## src/rtl/automaton_equiv_sequencer.sv

```systemverilog
// automaton_equiv_sequencer
//   Drives two 1-bit-input DFAs with one shared input stream and checks that they are equivalent.
//   Every binary string of length 0..MAXLEN is tried in order of length, then value. Both DFAs are
//   reset before each string. After the last symbol, the two accept outputs are compared.
//   The result is an equal flag plus the first counterexample found.
//
// Optional feature (macro CONTINUE_ON_MISMATCH_EN):
//   The enumeration always runs to completion. Mismatching strings are counted in mismatch_cnt_o,
//   which saturates at 16'hFFFF. cex_* keep the first mismatch only.
//
// Ports:
//   clk_i          clock, posedge
//   rst_ni         asynchronous active-low reset
//   start_i        begin a run (honoured in idle/done only)
//   dut_rst_o      registered active-high reset to both DFAs
//   dut_in_o       registered shared input bit to both DFAs
//   out1_i/out2_i  accept outputs of DFA 1 / DFA 2
//   busy_o         run in progress
//   done_o         run finished, held until next start
//   equal_o        valid with done_o, 1 = no mismatch
//   cex_len_o      length of first mismatching string
//   cex_bits_o     first mismatching string, bit k = k-th symbol fed
//   mismatch_cnt_o number of mismatching strings (optional feature only)
module automaton_equiv_sequencer #(
   parameter int unsigned MAXLEN = 8,
   parameter int unsigned LENW   = 5
) (
   input  logic              clk_i,
   input  logic              rst_ni,
   input  logic              start_i,
   output logic              dut_rst_o,
   output logic              dut_in_o,
   input  logic              out1_i,
   input  logic              out2_i,
   output logic              busy_o,
   output logic              done_o,
   output logic              equal_o,
   output logic [LENW-1:0]   cex_len_o,
   output logic [MAXLEN-1:0] cex_bits_o
`ifdef CONTINUE_ON_MISMATCH_EN
   ,
   output logic [15:0]       mismatch_cnt_o
`endif
);

   typedef enum logic [2:0] {StIdle, StRst, StFeed, StCheck, StDone} state_e;

   localparam logic [MAXLEN:0] One = {{MAXLEN{1'b0}}, 1'b1};

   state_e            state_q, state_d;
   logic [LENW-1:0]   len_q, len_d;
   logic [LENW-1:0]   idx_q, idx_d;
   logic [MAXLEN-1:0] pat_q, pat_d;
   logic              dut_rst_q, dut_rst_d;
   logic              dut_in_q, dut_in_d;
   logic              equal_q, equal_d;
   logic [LENW-1:0]   cex_len_q, cex_len_d;
   logic [MAXLEN-1:0] cex_bits_q, cex_bits_d;
`ifdef CONTINUE_ON_MISMATCH_EN
   logic              seen_q, seen_d;
   logic [15:0]       cnt_q, cnt_d;
`endif

   logic [MAXLEN:0]   last_pat_val;
   logic              last_pat;
   logic              last_len;
   logic              mism;
   logic [MAXLEN-1:0] pat_shift;

   // All-ones pattern of the current length marks the last string of this length.
   assign last_pat_val = (One << len_q) - One;
   assign last_pat     = ({1'b0, pat_q} == last_pat_val);
   assign last_len     = (len_q == LENW'(MAXLEN));
   assign mism         = (out1_i != out2_i);

   always_comb begin
      state_d    = state_q;
      len_d      = len_q;
      idx_d      = idx_q;
      pat_d      = pat_q;
      equal_d    = equal_q;
      cex_len_d  = cex_len_q;
      cex_bits_d = cex_bits_q;
`ifdef CONTINUE_ON_MISMATCH_EN
      seen_d     = seen_q;
      cnt_d      = cnt_q;
`endif
      unique case (state_q)
         StIdle, StDone: begin
            if (start_i) begin
               len_d      = '0;
               pat_d      = '0;
               idx_d      = '0;
               equal_d    = 1'b0;
               cex_len_d  = '0;
               cex_bits_d = '0;
`ifdef CONTINUE_ON_MISMATCH_EN
               seen_d     = 1'b0;
               cnt_d      = '0;
`endif
               state_d    = StRst;
            end
         end
         StRst: begin
            idx_d   = '0;
            state_d = (len_q != '0) ? StFeed : StCheck;
         end
         StFeed: begin
            if (idx_q == len_q - 1'b1) begin
               state_d = StCheck;
            end else begin
               idx_d = idx_q + 1'b1;
            end
         end
         StCheck: begin
            if (last_pat && last_len) begin
`ifdef CONTINUE_ON_MISMATCH_EN
               equal_d = !(seen_q || mism);
`else
               equal_d = 1'b1;
`endif
               state_d = StDone;
            end else if (last_pat) begin
               len_d   = len_q + 1'b1;
               pat_d   = '0;
               state_d = StRst;
            end else begin
               pat_d   = pat_q + 1'b1;
               state_d = StRst;
            end
            if (mism) begin
`ifdef CONTINUE_ON_MISMATCH_EN
               if (!seen_q) begin
                  cex_len_d  = len_q;
                  cex_bits_d = pat_q;
               end
               seen_d = 1'b1;
               if (cnt_q != 16'hFFFF) cnt_d = cnt_q + 16'd1;
`else
               cex_len_d  = len_q;
               cex_bits_d = pat_q;
               equal_d    = 1'b0;
               state_d    = StDone;
`endif
            end
         end
         default: state_d = StIdle;
      endcase

      // DFA controls are registered from the next state. Reset is released only while feeding or
      // checking, and the input is non-zero only while feeding.
      pat_shift = pat_d >> idx_d;
      dut_rst_d = !(state_d == StFeed || state_d == StCheck);
      dut_in_d  = (state_d == StFeed) ? pat_shift[0] : 1'b0;
   end

   always_ff @(posedge clk_i or negedge rst_ni) begin
      if (!rst_ni) begin
         state_q    <= StIdle;
         len_q      <= '0;
         idx_q      <= '0;
         pat_q      <= '0;
         dut_rst_q  <= 1'b1;
         dut_in_q   <= 1'b0;
         equal_q    <= 1'b0;
         cex_len_q  <= '0;
         cex_bits_q <= '0;
`ifdef CONTINUE_ON_MISMATCH_EN
         seen_q     <= 1'b0;
         cnt_q      <= '0;
`endif
      end else begin
         state_q    <= state_d;
         len_q      <= len_d;
         idx_q      <= idx_d;
         pat_q      <= pat_d;
         dut_rst_q  <= dut_rst_d;
         dut_in_q   <= dut_in_d;
         equal_q    <= equal_d;
         cex_len_q  <= cex_len_d;
         cex_bits_q <= cex_bits_d;
`ifdef CONTINUE_ON_MISMATCH_EN
         seen_q     <= seen_d;
         cnt_q      <= cnt_d;
`endif
      end
   end

   assign dut_rst_o  = dut_rst_q;
   assign dut_in_o   = dut_in_q;
   assign busy_o     = (state_q == StRst) || (state_q == StFeed) || (state_q == StCheck);
   assign done_o     = (state_q == StDone);
   assign equal_o    = equal_q;
   assign cex_len_o  = cex_len_q;
   assign cex_bits_o = cex_bits_q;
`ifdef CONTINUE_ON_MISMATCH_EN
   assign mismatch_cnt_o = cnt_q;
`endif

endmodule

```

## config.mk

```make
export PLATFORM = sky130hd
export DESIGN_NAME = automaton_equiv_sequencer
export DESIGN_NICKNAME = d
export VERILOG_FILES = /design/src/rtl/automaton_equiv_sequencer.sv
export SDC_FILE = /design/constraint.sdc
export NUM_CORES = 1
export LEC_CHECK = 0
export CORE_UTILIZATION = 42
export CTS_BUF_LIST = sky130_fd_sc_hd__clkbuf_16
export DETAILED_ROUTE_END_ITERATION = 6
export PLACE_DENSITY = 0.61
export SYNTH_ARGS = -nofsm -noshare
export SYNTH_HDL_FRONTEND = slang
export SYNTH_SLANG_ARGS = --single-unit
```

## constraint.sdc

```tcl
create_clock -name clk_i -period 8.8 [get_ports clk_i]
set_input_delay 2.2 -clock clk_i [delete_from_list [all_inputs] [get_ports clk_i]]
set_output_delay 2.2 -clock clk_i [all_outputs]
set_load 0.03 [all_outputs]
```

==> impl_metrics.toml <==
[floorplan]
die_height_um = 82.6
rows = 29
coreArea_um2 = 6310
fp.dieW_um = 82.6
dieArea_um2 = 6830
start_util_pct = 43.3
ios = 23

[detailed_routing]
wl_met2_mm = 3.34
viasPerCell = 6.09
wirelength_mm = 7.09
wl_met1_mm = 3.31
drc = 0
top_layer_used = "met4"
met3WireLength_um = 362
antenna_left = 0
vias = 2520
wire_per_inst_um = 17.1
drtPass1Iterations = 4
drtIter0Drc = 164

[yosys]
yosys.area.top_type = "dfrtp_1"
post_synth.cell_area_avg_um2 = 8.43
synth_top_area_share_pct = 33.0
synth_area_leaders = "dfrtp_1 (33%), nand2_1 (6.3%), ha_1 (4.6%)"
synth_most_common_cell = "nand2_1"
synth_common_cells = "nand2_1 (46), dfrtp_1 (36), nand3_1 (21)"
ys_seq_elements = 37
yosysUniqueCellTypes = 64
seq_area_frac_synth_pct = 33.9
netlist_area_um2 = 2730
syn_nets = 339
async_reset_ff_share_pct = 100
synth_edf_count = 0
yosysWarnings = 0
synthFlopType = "dfrtp_1"
synthCells = 324

[sta]
rsz0062_at_grt = "no"
period_minus_slack_ns = 4.52
tns_ns = 0
setup_viol = 0
fin_skew_ns = 0.00516
hold_viol_final = 0
worst_slew_pin_slew_ns = 1.01
drv_slew = 0
slew_headroom_pct = 32.3
finalCritPeriodShare_pct = 51.4
whs_ns = 0.469
fmax_mhz = 221

[setup_path]
reg2reg_from = "len_q[0]"
end_kind = "register"
startpoint_type = "primary input"
worstSetupPathType = "in2reg"
critical_path.startpoint = "start_i"
crit_required_ns = 8.97
rr_endpoint = "len_q[4]"
crit_fanout = 6
crit_arrival_ns = 4.69
crit_path_end = "dut_in_o"
r2r_slack_ns = 4.47
reg2regPathDepth = 14

[global_routing]
antenna_found_initial = 0
grt_max_degree = 38
grt_usage_pct = 22.4
grt_pass1_vias = 2218
grt_overflow = 0
grt_pass1_wl_mm = 11.3

[power_and_ir_drop]
powerDensity_nw_per_um2 = 327
p_clk_share_pct = 18.0
p_int_w = 0.000522
power_switching_share_pct = 48.6
power_frac_comb_pct = 59.1
power.share.sequential_pct = 22.9
switchingPower_w = 0.000492
leakagePower_nw = 1.33
vdd_drop_max_v = 0.000186

[clock_network]
path_clk_slew_ns = 0.06
cts_buffers = 5
cts_root_buffer = "clkbuf_16"
cts_resized = 0
ctsHoldBuffers = 0
clock-sinks = 37
cts_tree = "done"
post-cts-setup-buffers = 0
clk_path_buf_depth = 2
cts-htree-levels = 2
clock_latency_ns = 0.29

[finish]
fillCellCount = 649
drive_gt1_share_pct = 8.90
area_growth_pct = 13.7
diodes = 0
nets = 351

[job]
maxCapViolCount = 0

[placement]
io_buffers = 22
gp_congestion = 0.844
hpwl_mm = 5.06

[outcome]
run_status = "completed"

[min_path]
hold_class = "reg2reg"
## worst min-delay path by stage
stage | startpoint | endpoint | slack (ns) | cells after the start
floorplan | idx_q[4] | idx_q[4] | 0.49 | 1
global placement | cex_bits_o[6] | cex_bits_o[6] | 0.45 | 2
detailed placement | cex_bits_o[4] | cex_bits_o[4] | 0.46 | 2
CTS | cex_bits_o[4] | cex_bits_o[4] | 0.47 | 2
global route | cex_bits_o[5] | cex_bits_o[5] | 0.50 | 2
finish | cex_bits_o[4] | cex_bits_o[4] | 0.47 | 2
## through the flow
step	worst slack (ns)	instances	area (um2)	util (%)	total power, W
global route	3.97	414	3110	49.2	0.00109
global placement	4.11	406	2960	46.9	0.000824
CTS	4.30	414	3110	49.2	0.00101
floorplan	4.86	324	2730	-	0.000716
finish	4.28	414	3110	49.2	0.00101
detailed placement	4.02	406	2960	46.9	0.000828
## critical path, cell delays in order
cell and delay (ns):
clkdlybuf4s50_1 0.49, nor2b_1 0.18, nor2_1 0.08, o21ai_0 0.42, o21ai_0 0.22, a22oi_1 0.32, inv_1 0.19, nor3_1 0.17
o311ai_0 0.17, o211ai_2 0.19, nor3_2 0.07
## state kept, by name (all words and copies together), names as in the netlist
register and cells:
cex_bits_o 8, pat_q 8, cex_len_o 5, idx_q 5
len_q 5, state_q 3, dut_in_o 1, dut_rst_o 1
equal_o 1
## layer usage
layer	track usage (%)	vias to the layer above
met5	0	-
met1	30.8	1220
met3	4.18	13
met2	35.6	75
met4	6.55	0
li1	-	1212
## kinds of logic (layout without fill, tap and decap cells)
kind of cell / after synthesis / count (layout) / synth area share (%)
flops: 37 / 37 / 33.9
buf+inv: 31 / 44 / 4.99
fa+ha+maj: 10 / 10 / 4.58
simple gates: 141 / 141 / 27.0
xor+xnor: 16 / 16 / 5.13
compound gates: 83 / 83 / 22.1
mux: 6 / 6 / 2.24
## power groups by stage
stage,combinational [W],sequential (W),clock (W)
after global placement,0.000590,0.000234,0
after detailed placement,0.000593,0.000235,0
after floorplan,0.000485,0.000231,0
after global routing,0.000658,0.000238,0.000191
after CTS,0.000596,0.000232,0.000185
final,0.000599,0.000233,0.000183
## placed cells by master, fill, tap and decap left out, types with 5 or more instances in the layout
cell type and n:
nor3_1 10, a21oi_1 12, nand2_1 46, xnor2_1 12, nand3_1 21, mux2i_1 5
and3_1 6, ha_1 10, clkdlybuf4s50_1 21, o31ai_1 9, nor2b_1 7, dfrtp_1 36
o21ai_0 19, clkbuf_16 5, nor2_1 20, inv_1 13
## final cells by class
class / count / area, um2 / area share [%]
Clock buffer: 5 / 125 / 4.03
Clock inverter: 3 / 21.3 / 0.685
Inverter: 14 / 52.6 / 1.69
Multi-Input combinational cell: 256 / 1670 / 53.7
Sequential cell: 37 / 927 / 29.9
Tap cell: 77 / 96.3 / 3.10
Timing Repair Buffer: 22 / 215 / 6.93
(Power assumes the default switching activity.)
